**src/rtl/match_filter_ctrl.sv**
```systemverilog
// Configuration sequencer and match qualifier for the receive-path match filter.
// Replays a shadow coefficient bank into the filter once the pipeline is quiet.
module match_filter_ctrl #(
  parameter int PIPE_DEPTH = 12,
  parameter int HOLDOFF    = 64
) (
  input  logic        clk,
  input  logic        reset,
  input  logic        cfg_we,
  input  logic [2:0]  cfg_addr,
  input  logic [31:0] cfg_data,
  input  logic        cfg_commit,
  output logic        cfg_reject,
  output logic        busy,
  output logic        load_done,
  input  logic        rxstrobe_in,
  output logic        filt_rxstrobe,
  output logic        cwrite,
  output logic [2:0]  cstate,
  output logic [31:0] cdata,
  input  logic        filt_valid,
  input  logic        filt_match,
  output logic        match_event,
  output logic [15:0] match_count,
  output logic [15:0] drop_count
);

  localparam int QW = $clog2(PIPE_DEPTH + 1);
  localparam int HW = $clog2(HOLDOFF + 1);
  localparam logic [QW-1:0] QMAX = QW'(PIPE_DEPTH);
  localparam logic [HW-1:0] HMAX = HW'(HOLDOFF);

  typedef enum logic [1:0] {IDLE, WAIT_QUIET, LOAD, DONE} state_e;

  state_e        state_q, state_d;
  logic [2:0]    idx_q, idx_d;
  logic [QW-1:0] quiet_q, quiet_d;
  logic [HW-1:0] hold_q, hold_d;
  logic [15:0]   match_cnt_q, match_cnt_d;
  logic [15:0]   drop_cnt_q, drop_cnt_d;
  logic          reject_q, reject_d;
  logic          event_q, event_d;
  logic [31:0]   shadow_q [8];

  logic is_idle, fwd, drop, match;

  assign is_idle = (state_q == IDLE);
  assign fwd     = rxstrobe_in & is_idle;
  assign drop    = rxstrobe_in & ~is_idle;
  assign match   = filt_valid & filt_match;

  always_ff @(posedge clk) begin
    if (!reset) begin
      state_q     <= IDLE;
      idx_q       <= '0;
      quiet_q     <= QMAX;
      hold_q      <= '0;
      match_cnt_q <= '0;
      drop_cnt_q  <= '0;
      reject_q    <= 1'b0;
      event_q     <= 1'b0;
      for (int i = 0; i < 8; i++) shadow_q[i] <= '0;
    end else begin
      state_q     <= state_d;
      idx_q       <= idx_d;
      quiet_q     <= quiet_d;
      hold_q      <= hold_d;
      match_cnt_q <= match_cnt_d;
      drop_cnt_q  <= drop_cnt_d;
      reject_q    <= reject_d;
      event_q     <= event_d;
      if (is_idle && cfg_we) shadow_q[cfg_addr] <= cfg_data;
    end
  end

  always_comb begin
    state_d   = state_q;
    idx_d     = idx_q;
    cwrite    = 1'b0;
    cstate    = 3'd0;
    cdata     = 32'd0;
    load_done = 1'b0;
    case (state_q)
      IDLE: begin
        if (cfg_commit) state_d = WAIT_QUIET;
      end
      WAIT_QUIET: begin
        idx_d = 3'd0;
        if (quiet_q >= QMAX) state_d = LOAD;
      end
      LOAD: begin
        cwrite = 1'b1;
        cstate = idx_q;
        cdata  = shadow_q[idx_q];
        idx_d  = idx_q + 3'd1;
        if (idx_q == 3'd7) state_d = DONE;
      end
      DONE: begin
        load_done = 1'b1;
        state_d   = IDLE;
      end
      default: state_d = IDLE;
    endcase
  end

  // Quiet timer keeps running in every state so the drain check sees all forwarded strobes.
  always_comb begin
    quiet_d     = quiet_q;
    drop_cnt_d  = drop_cnt_q;
    match_cnt_d = match_cnt_q;
    hold_d      = hold_q;
    event_d     = match & (hold_q == '0);
    reject_d    = ~is_idle & (cfg_we | cfg_commit);
    if (fwd) quiet_d = '0;
    else if (quiet_q < QMAX) quiet_d = quiet_q + QW'(1);
    if (drop && drop_cnt_q != 16'hFFFF) drop_cnt_d = drop_cnt_q + 16'd1;
    if (match && match_cnt_q != 16'hFFFF) match_cnt_d = match_cnt_q + 16'd1;
    if (event_d) hold_d = HMAX;
    else if (hold_q != '0) hold_d = hold_q - HW'(1);
  end

  assign busy          = ~is_idle;
  assign filt_rxstrobe = fwd;
  assign cfg_reject    = reject_q;
  assign match_event   = event_q;
  assign match_count   = match_cnt_q;
  assign drop_count    = drop_cnt_q;

endmodule

```
**config.mk**
```make
export PLATFORM = sky130hd
export DESIGN_NAME = match_filter_ctrl
export DESIGN_NICKNAME = d
export VERILOG_FILES = /design/src/rtl/match_filter_ctrl.sv
export SDC_FILE = /design/constraint.sdc
export NUM_CORES = 1
export LEC_CHECK = 0
export ABC_AREA = 1
export BUFFER_PORTS_ARGS = -buffer_cell sky130_fd_sc_hd__buf_2
export CORE_MARGIN = 5
export CORE_UTILIZATION = 41
export CTS_BUF_LIST = sky130_fd_sc_hd__clkbuf_8
export DETAILED_ROUTE_END_ITERATION = 12
export GPL_ROUTABILITY_DRIVEN = 0
export GPL_TIMING_DRIVEN = 0
export PLACE_DENSITY = 0.65
export SYNTH_ARGS = -nofsm -noshare
export SYNTH_HDL_FRONTEND = slang
export SYNTH_SLANG_ARGS = --single-unit
```
**constraint.sdc**
```tcl
create_clock -name clk -period 5.3 [get_ports clk]
set_clock_uncertainty 0.1 [all_clocks]
set_input_delay 0.265 -clock clk [delete_from_list [all_inputs] [get_ports clk]]
set_output_delay 0.265 -clock clk [all_outputs]
set_load 0.01 [all_outputs]
```
==> out/metrics.csv, run 1 <==
metric,value,unit
fill count,3227,
"Clk Latency, worst-skew pair",570,ps
Synth top area share,54.4,%
crit path max fanout,17,
largest net degree at the start of global routing,33,
Final Cell Area,16600,um2
Least-Margin Pin Slew,1000,ps
critical path required time,5520,ps
post-synthesis adder-cell area fraction,1.06,%
n_diodes,0,
Initial Util,41.2,%
DP HPWL,25200,um
Async SR Flop Fraction,0,%
ys flop type,edfxtp_1,
Overflow after GRT,0,
vias in the first global route,10595,
synthesis-stage register bit count,309,
DRT iter0 DRCs,1016,
die height,196,um
total global routing track utilization,19.1,%
commonest cells in the netlist,"nor2_1, edfxtp_1, o21ai_0",
clock root buffer,clkbuf_8,
Inst Count DP,2058,
"Core Util, Final",48.5,%
CTS tree,yes,
RSZ-0062 raised after global routing,false,
setup TNS,0,ps
Netlist Area Pre-Place,14100,um2
Clock Pin Slew Worst Setup and Hold Paths,60,ps
Setup CP Type,reg -> reg,
Synth area leader,edfxtp_1,
Area contributors post-synth,"edfxtp_1, nor2_1, dfxtp_1, o21ai_0, nand2_1",
simple logic cell fraction of the synthesized area,19.6,%
mean post-synth cell area,9.51,um2
total wire length,37600,um
Placement Rows,68,
drt first pass iters,6,
Top Ports,115,
PortBufs,113,
mux contribution to synthesized area,2.27,%
total of warnings raised by yosys,0,
DR WL/cell,17.3,um
"Cell Count, Final, Fillers Out",2179,
worst reg2reg path depth,8,
routed vias,11153,
FMAX,0.300,GHz
Synth Net Count,1540,
Worst slew margin,33.0,%
post-synthesis sequential area ratio,61.9,%
HP Class,in -> reg,
share of cells above drive strength 1,13.7,%
Synth Area in XOR/XNOR,0.867,%
Max VDD drop,0.000208,V
Hold Crit Depth,3,
synthesis-to-finish area growth,17.6,%
initial antenna violation count,0,
CTS sink cnt,309,
Critical Path Start Type,flip-flop,
Core Box Area,34300,um2
global-route wire length before repair,58000,um
die area,38300,um2
H-tree levels,2,
pwr/cell area,362,nW/um2
largest family of logic cells by synthesized area,simple AND/OR/NAND/NOR gates,
most common cell in the synthesized netlist,nor2_1,
Slew Limit Fails,0,
Post-synth EDFFs,256,
CTS Buffer Depth,3,
Synth cell types,36,
postcts setup bufs,0,
outcome,"finished, final reports clean",
CP Data Arrival Time,3550,ps
Max-Cap Viols,0,
crit end category,flip-flop,
leakage power,6.74,nW
DP Area,15400,um2
TritonCTS buffer count,52,
post-route ant nets,0,
synthesized instance count,1486,
Tcrit/Tclk final,62.9,%
vias per std cell,5.12,
Nets,1737,
minimum clock period after layout,3330,ps
compound-gate portion of the synthesized area,9.34,%
DRC viols,0,
# setup viols final,0,
Hold Fails Final Rpt,0,
Die X,196,um
## per-stage QoR
step | hold slack [ps] | total power, mW | worst slack (ps)
CTS | 0.0756 | 6.06 | 1940
global placement | 359 | 4.02 | 1290
floorplan | 327 | 3.66 | 2830
detailed placement | 382 | 4.07 | 1980
global route | 34.8 | 6.33 | 1760
finish | 18.7 | 6.02 | 1970
## worst paths after layout
| kind | startpoint | to | slack [ps] |
|---|---|---|---|
| max | state_q[0]$_SDFFE_PN0P_ | shadow_q[1][10]$_SDFFCE_PN0P_ | 1970 |
| min | cfg_data[28] | shadow_q[5][28]$_SDFFCE_PN0P_ | 20 |
| max reg2reg | state_q[0]$_SDFFE_PN0P_ | shadow_q[1][10]$_SDFFCE_PN0P_ | 1970 |
| min reg2reg | hold_q[3]$_SDFFE_PP0P_ | hold_q[3]$_SDFFE_PP0P_ | 390 |
## cell usage in the layout, fill, tap and decap left out, drive strengths merged, types with 2 or more instances in the layout
cell	n
nor2	512
edfxtp	256
clkbuf	108
o21ai	175
nand3	18
clkinvlp	2
nor3	3
nand2	157
dfxtp	53
bufinv	2
dlygate4sd3	26
mux2i	32
xor2	6
a21oi	34
o22ai	33
clkinv	14
ha	12
or2	4
nand4	10
inv	109
buf	145
xnor2	8
## power by group
group / switching [mW] / internal (mW)
Sequential: 0.0664 / 2.79
Combinational: 0.793 / 0.384
Clock: 0.956 / 1.03
## sequential cells by signal, summed over array words and instances (netlist names), named ones only
name	cells
state_q	2
hold_q	7
match_event	1
cfg_reject	1
drop_count	16
match_count	16
quiet_q	4
shadow_q	256
idx_q	3
## routing by layer
metal	vias to the layer above	global-route usage [%]	part of all wire [%]	wire length, um
met5	-	0	0	0
met4	0	6.10	2.9	1090
met3	79	3.25	7.2	2700
met2	399	31.9	47	17700
met1	5301	25.6	43	16200
li1	5374	-	-	-
## logic make-up (layout without fill, tap and decap cells)
family | count (synthesis) | count (layout)
and+or+nand+nor | 706 | 706
DFF | 309 | 309
AOI/OAI and AO/OA | 245 | 245
buffers and inverters | 168 | 406
muxes | 32 | 32
xor gates and xnor gates | 14 | 14
adders and majority gates | 12 | 12
## worst max-delay path, cell delays in order, from the launching register on
cell and delay (ps):
dfxtp_1 350, inv_1 100, ha_1 260, nand3_1 230
nor2_1 130, nand2_1 310, clkbuf_1 660, nand2_2 590
buf_16 340
## layout make-up
class | count | area [um2] | area share (%)
Inverter | 85 | 322 | 1.93
Clock buffer | 53 | 729 | 4.39
Timing Repair Buffer | 143 | 936 | 5.63
Multi-Input combinational cell | 1009 | 4700 | 28.3
Sequential cell | 309 | 8750 | 52.6
Buffer | 83 | 380 | 2.29
Clock inverter | 42 | 234 | 1.41
Tap cell | 455 | 569 | 3.42
## repair_timing
| action | in CTS | in global routing |
|---|---|---|
| hold endpoints to repair | 137 | 0 |
| hold buffers | 26 | 0 |
| gates resized for setup | 0 | 0 |
(Power assumes the default switching activity.)
==> run 2, diff against run 1 <==
- PLACE_DENSITY: 0.65 -> 0.67
- clock period: 5.3 -> 2.7 ns (I/O delays scaled with it)
==> run 2 against run 1 <==
- cell area grew 1.6%
- critical path depth shrank 2
- count of clock-buffer cells in the layout is the same
- critical endpoint is now shadow_q[7][6]$_SDFFCE_PN0P_
- global-route usage shrank 0.14 points
- largest power group unchanged
==> out/metrics.csv, run 2 (same netlist as run 1, synthesis figures left out) <==
metric,value,unit,change
Die X,196,um,unchanged
H-tree levels,2,,unchanged
vias per std cell,5.09,,-0.51%
Max-Cap Viols,0,,unchanged
initial antenna violation count,0,,unchanged
share of cells above drive strength 1,15.2,%,+1.5 points
routed vias,11122,,-0.28%
Placement Setup Slack,-645,ps,-2630 ps
PnR worst setup slack,13.9,ps,-1950 ps
Max VDD drop,0.000452,V,+120%
register share of total power,47.0,%,-0.5 points
CTS sink cnt,309,,unchanged
CP Data Arrival Time,2820,ps,-730 ps
Inst Count DP,2057,,-0.049%
"most common cell after layout, fill and taps aside",nor2_1,,
crit end category,flip-flop,,
Critical Path Start Type,flip-flop,,
clock root buffer,clkbuf_8,,
synthesis-to-finish area growth,19.5,%,
outcome,"finished, final reports clean",,
pwr/cell area,707,nW/um2,+95%
PortBufs,113,,unchanged
NetSw,3.55,mW,+95%
max reg flops,256,,unchanged
RSZ-0062 raised after global routing,true,,
Placement Rows,68,,unchanged
Clock Power Share,33.2,%,+0.2 points
DR WL/cell,17.1,um,-0.97%
Logic pwr share,19.8,%,+0.3 points
worst hold margin,40.8,ps,+22.1 ps
vias in the first global route,10781,,+1.8%
HP Class,in -> reg,,
TritonCTS buffer count,52,,unchanged
Setup CP Type,reg -> reg,,
minimum clock period after layout,2690,ps,-646 ps
DP Area,15400,um2,-0.18%
drt first pass iters,5,,-1
Overflow after GRT,0,,unchanged
Nets,1747,,+0.58%
Largest Register,shadow_q,,
"Core Util, Final",49.3,%,+0.78 points
critical path required time,2840,ps,-2680 ps
Initial Util,41.2,%,unchanged
Least-Margin Pin Slew,789,ps,-211 ps
Hold Crit Depth,4,,+1
post-route ant nets,0,,unchanged
Top Ports,115,,unchanged
Clock Pin Slew Worst Setup and Hold Paths,60,ps,about the same
total global routing track utilization,19.0,%,-0.14 points
"commonest non-fill, non-tap cells in the layout","nor2_1, edfxtp_1, o21ai_0, nand2_1, buf_2",,
Core Box Area,34300,um2,unchanged
DRT iter0 DRCs,894,,-12%
largest net degree at the start of global routing,33,,unchanged
Tcrit/Tclk final,99.5,%,+37 points
Worst slew margin,47.2,%,+14 points
DP HPWL,24800,um,-1.6%
die height,196,um,unchanged
CTS Buffer Depth,3,,unchanged
crit path max fanout,32,,+15
"Clk Latency, worst-skew pair",580,ps,about the same
n_diodes,0,,unchanged
Slew Limit Fails,0,,unchanged
Final Cell Area,16900,um2,+1.6%
leakage power,6.89,nW,+2.3%
global-route wire length before repair,58200,um,+0.29%
Pwr Total,11.9,mW,+98%
# setup viols final,0,,unchanged
worst reg2reg path depth,6,,-2
total wire length,37300,um,-0.74%
die area,38300,um2,unchanged
Hold Fails Final Rpt,0,,unchanged
DRC viols,0,,unchanged
Sw Share,29.7,%,-0.42 points
"Cell Count, Final, Fillers Out",2184,,+0.23%
Cell Int Power,8.39,mW,+99%
setup TNS,0,ps,unchanged
FMAX,0.372,GHz,+24%
CTS tree,yes,,
run 2: cell types whose count changed in the layout (fill, tap and decap cells not counted), moves of 5 or more:
cell,change
clkbuf_4,+8
nand2_2,-6
dlygate4sd3_1,+14
clkbuf_1,-24
clkbuf_2,+18
nand2_8,+5
run 2: power by group through the flow:
stage          Combinational, mW  Clock (mW)  Sequential (mW)
2_1_floorplan               1.51           0             5.69
3_3_place_gp                2.19           0             5.71
3_5_place_dp                2.26           0             5.71
4_1_cts                     2.34        4.04             5.61
5_1_grt                     2.62        4.27             5.64
6_report                    2.36        3.97             5.61
run 2: metal layers:
metal,GRT usage [%],vias up,share of wire (%)
met5,0,-,0
li1,-,5397,-
met1,26.3,5259,44
met4,5.77,0,2.3
met3,3.19,69,7.0
met2,30.8,397,47
run 2: area by class of cell:
class,count,area (um2)
Buffer,80,427
Clock buffer,53,729
Multi-Input combinational cell,1009,4790
Sequential cell,309,8750
Inverter,85,322
Timing Repair Buffer,156,1050
Clock inverter,37,251
Fill cell,3154,17400
Tap cell,455,569
run 2: critical path, cell delays in order (launching register included):
cell,delay (ps)
dfxtp_1,320
inv_1,130
ha_1,250
nand3_1,230
nor2_1,280
nand2_1,520
nand2_8,490
run 2: timing repair:
action / CTS / global route
resized for setup: 30 / 30
hold endpoints to repair: 275 / 0
pin swaps: 0 / 1
endpoints found under the setup margin: 277 / 238
setup buffers: 0 / 0
hold buffers: 40 / 0
run 2: final timing paths:
kind | startpoint | endpoint | slack, ps
max | state_q[0]$_SDFFE_PN0P_ | shadow_q[7][6]$_SDFFCE_PN0P_ | 10
min | cfg_addr[1] | shadow_q[4][1]$_SDFFCE_PN0P_ | 40
max reg2reg | state_q[0]$_SDFFE_PN0P_ | shadow_q[7][6]$_SDFFCE_PN0P_ | 10
min reg2reg | hold_q[3]$_SDFFE_PP0P_ | hold_q[3]$_SDFFE_PP0P_ | 380
==> run 3, diff against run 2 <==
==> constraint.sdc (replaced) <==
create_clock -name clk -period 2.7 [get_ports clk]
set_clock_uncertainty 0.1 [all_clocks]
set_input_delay 0.54 -clock clk [delete_from_list [all_inputs] [get_ports clk]]
set_output_delay 0.54 -clock clk [all_outputs]
set_load 0.01 [all_outputs]
==> run 3 against run 2 <==
- the flow now finishes with violations (setup timing)
- sequential cell count stayed put
- first-iteration DRC count is 17% higher
- clock power hardly changed
- sequential share of layout area is 0.62 points lower
- hold slack better by 120 ps
- final cell count is 0.92% lower
- non-clock buffer count is 23 lower
- setup slack worse by 34 ps
- utilization is 0.61 points higher
- routed wire length is 2.8% higher
- sequential power hardly changed
- maximum frequency is 1.2% lower
- critical path type is now reg -> out
- critical endpoint is now cdata[2]
- largest power group unchanged
- highest routed layer unchanged
==> out/metrics.csv, run 3 (same netlist as run 1, synthesis figures left out) <==
metric,value,unit,change
PnR worst setup slack,-19.8,ps,-33.6 ps
PortBufs,113,,unchanged
Top Usage Layer GRT,met2,,
Worst setup endpoint,cdata[2],,
minimum clock period after layout,2720,ps,+33.6 ps
DRC viols,0,,unchanged
n_diodes,0,,unchanged
met2 usage,31.4,%,+0.54 points
r2r startpoint,state_q[1]$_SDFFE_PN0P_,,
"most common cell after layout, fill and taps aside",nor2_1,,
largest net degree at the start of global routing,33,,unchanged
die height,196,um,unchanged
Initial Util,41.2,%,unchanged
crit end category,primary output,,
Least-Margin Pin Slew,944,ps,+154 ps
DP Area,15400,um2,unchanged
clock root buffer,clkbuf_8,,
worst hold margin,159,ps,+118 ps
die area,38300,um2,unchanged
Overflow after GRT,0,,unchanged
Die X,196,um,unchanged
CTS Buffer Depth,3,,unchanged
TritonCTS buffer count,52,,unchanged
DP HPWL,24800,um,unchanged
Final Cell Area,17100,um2,+1.2%
Top Ports,115,,unchanged
DR WL/cell,17.7,um,+3.8%
global-route wire length before repair,58600,um,+0.77%
Core Box Area,34300,um2,unchanged
Tcrit/Tclk final,101,%,+1.2 points
CTS tree,yes,,
drt first pass iters,5,,unchanged
Max VDD drop,0.000466,V,+3.2%
failing checks,setup timing,,
share of cells above drive strength 1,18.9,%,+3.7 points
vias in the first global route,10739,,-0.39%
CP Data Arrival Time,2080,ps,-740 ps
fill count,3087,,-2.1%
CTS Hold Buffers Added,0,,-100%
Placement Rows,68,,unchanged
critical path required time,2060,ps,-780 ps
outcome,"complete, but fails checks",,
HP Class,in -> reg,,
crit path max fanout,7,,-78%
# setup viols final,2,,+2
Hold Fails Final Rpt,0,,unchanged
vias per std cell,5.22,,+2.4%
"Clk Latency, worst-skew pair",570,ps,about the same
max reg flops,256,,unchanged
FF-to-FF setup slack,200,ps,+190 ps
leakage power,6.98,nW,+1.2%
Slew Limit Fails,0,,unchanged
pwr/cell area,721,nW/um2,+2.0%
Setup CP Type,reg -> out,,
FMAX,0.368,GHz,-1.2%
M1 GR Usage,26.4,%,+0.076 points
Largest Register,shadow_q,,
Max-Cap Viols,0,,unchanged
R2R Path End,shadow_q[5][7]$_SDFFCE_PN0P_,,
routed vias,11289,,+1.5%
H-tree levels,2,,unchanged
synthesis-to-finish area growth,21.0,%,
post-route ant nets,0,,unchanged
total global routing track utilization,19.2,%,+0.22 points
DRT iter0 DRCs,1047,,+17%
total wire length,38400,um,+2.8%
Hold Crit Depth,3,,-1
met3 Track Usage GR,3.16,%,-0.034 points
Worst slew margin,37.1,%,-10 points
CTS sink cnt,309,,unchanged
worst reg2reg path depth,7,,+1
initial antenna violation count,0,,unchanged
"commonest non-fill, non-tap cells in the layout","nor2_1, edfxtp_1, nand2_1, buf_2, o21ai_0",,
RSZ-0062 raised after global routing,true,,
Nets,1727,,-1.1%
Clock Pin Slew Worst Setup and Hold Paths,60,ps,about the same
Critical Path Start Type,flip-flop,,
run 3: critical path, cell delays in order, from the launching register on:
cell     delay, ps
dfxtp_4        420
buf_12         150
buf_12         160
nor2_4          30
nor2_1          80
o21ai_1         80
o21ai_1         90
o21ai_1        120
nor2_2         190
buf_2          170
run 3: worst min-delay path by stage:
stage / start / end / slack [ps]
floorplan: hold_q[3]$_SDFFE_PP0P_ / hold_q[3]$_SDFFE_PP0P_ / 340
global placement: hold_q[3]$_SDFFE_PP0P_ / hold_q[3]$_SDFFE_PP0P_ / 360
detailed placement: hold_q[3]$_SDFFE_PP0P_ / hold_q[3]$_SDFFE_PP0P_ / 370
CTS: cfg_commit / cfg_reject$_SDFF_PN0_ / 120
global route: cfg_commit / cfg_reject$_SDFF_PN0_ / 120
finish: cfg_commit / cfg_reject$_SDFF_PN0_ / 160
run 3: final cells by class:
type / count / area [um2] / area share, %
Inverter: 85 / 324 / 1.90
Sequential cell: 309 / 8750 / 51.2
Tap cell: 455 / 569 / 3.33
Timing Repair Buffer: 134 / 896 / 5.24
Multi-Input combinational cell: 1012 / 4920 / 28.8
Buffer: 79 / 656 / 3.83
Clock buffer: 53 / 729 / 4.27
Clock inverter: 37 / 251 / 1.47
run 3: metrics by stage:
stage | setup slack, ps | TNS, ps | std cells | power [mW] | utilization [%]
global placement | -1320 | -243570 | 2054 | 7.89 | 44.5
global route | -139 | -2680 | 2164 | 12.9 | 49.9
finish | -19.8 | -31.0 | 2164 | 12.3 | 49.9
floorplan | 190 | 0 | 1486 | 7.19 | -
detailed placement | -650 | -101140 | 2057 | 7.98 | 44.8
CTS | -112 | -529 | 2159 | 12.2 | 49.3
run 3: timing repair:
action                                  4_1_cts  5_1_grt
gates cloned                                  5        4
endpoints found under the setup margin      291      277
resized for setup                           142       77
setup buffers                                11        2
pin swaps                                    19       17
run 3: layer usage:
layer	vias to the layer above	wire length, um
li1	5358	-
met1	5400	16400
met2	448	18300
met3	83	2760
met4	0	975
met5	-	0
run 3: report_power, final:
| part | leakage, nW | switching, mW | internal, mW |
|---|---|---|---|
| combinational | 3.32 | 1.68 | 1.05 |
| clock | 0.576 | 1.86 | 2.11 |
| sequential | 3.08 | 0.146 | 5.49 |
| total | 6.98 | 3.68 | 8.65 |
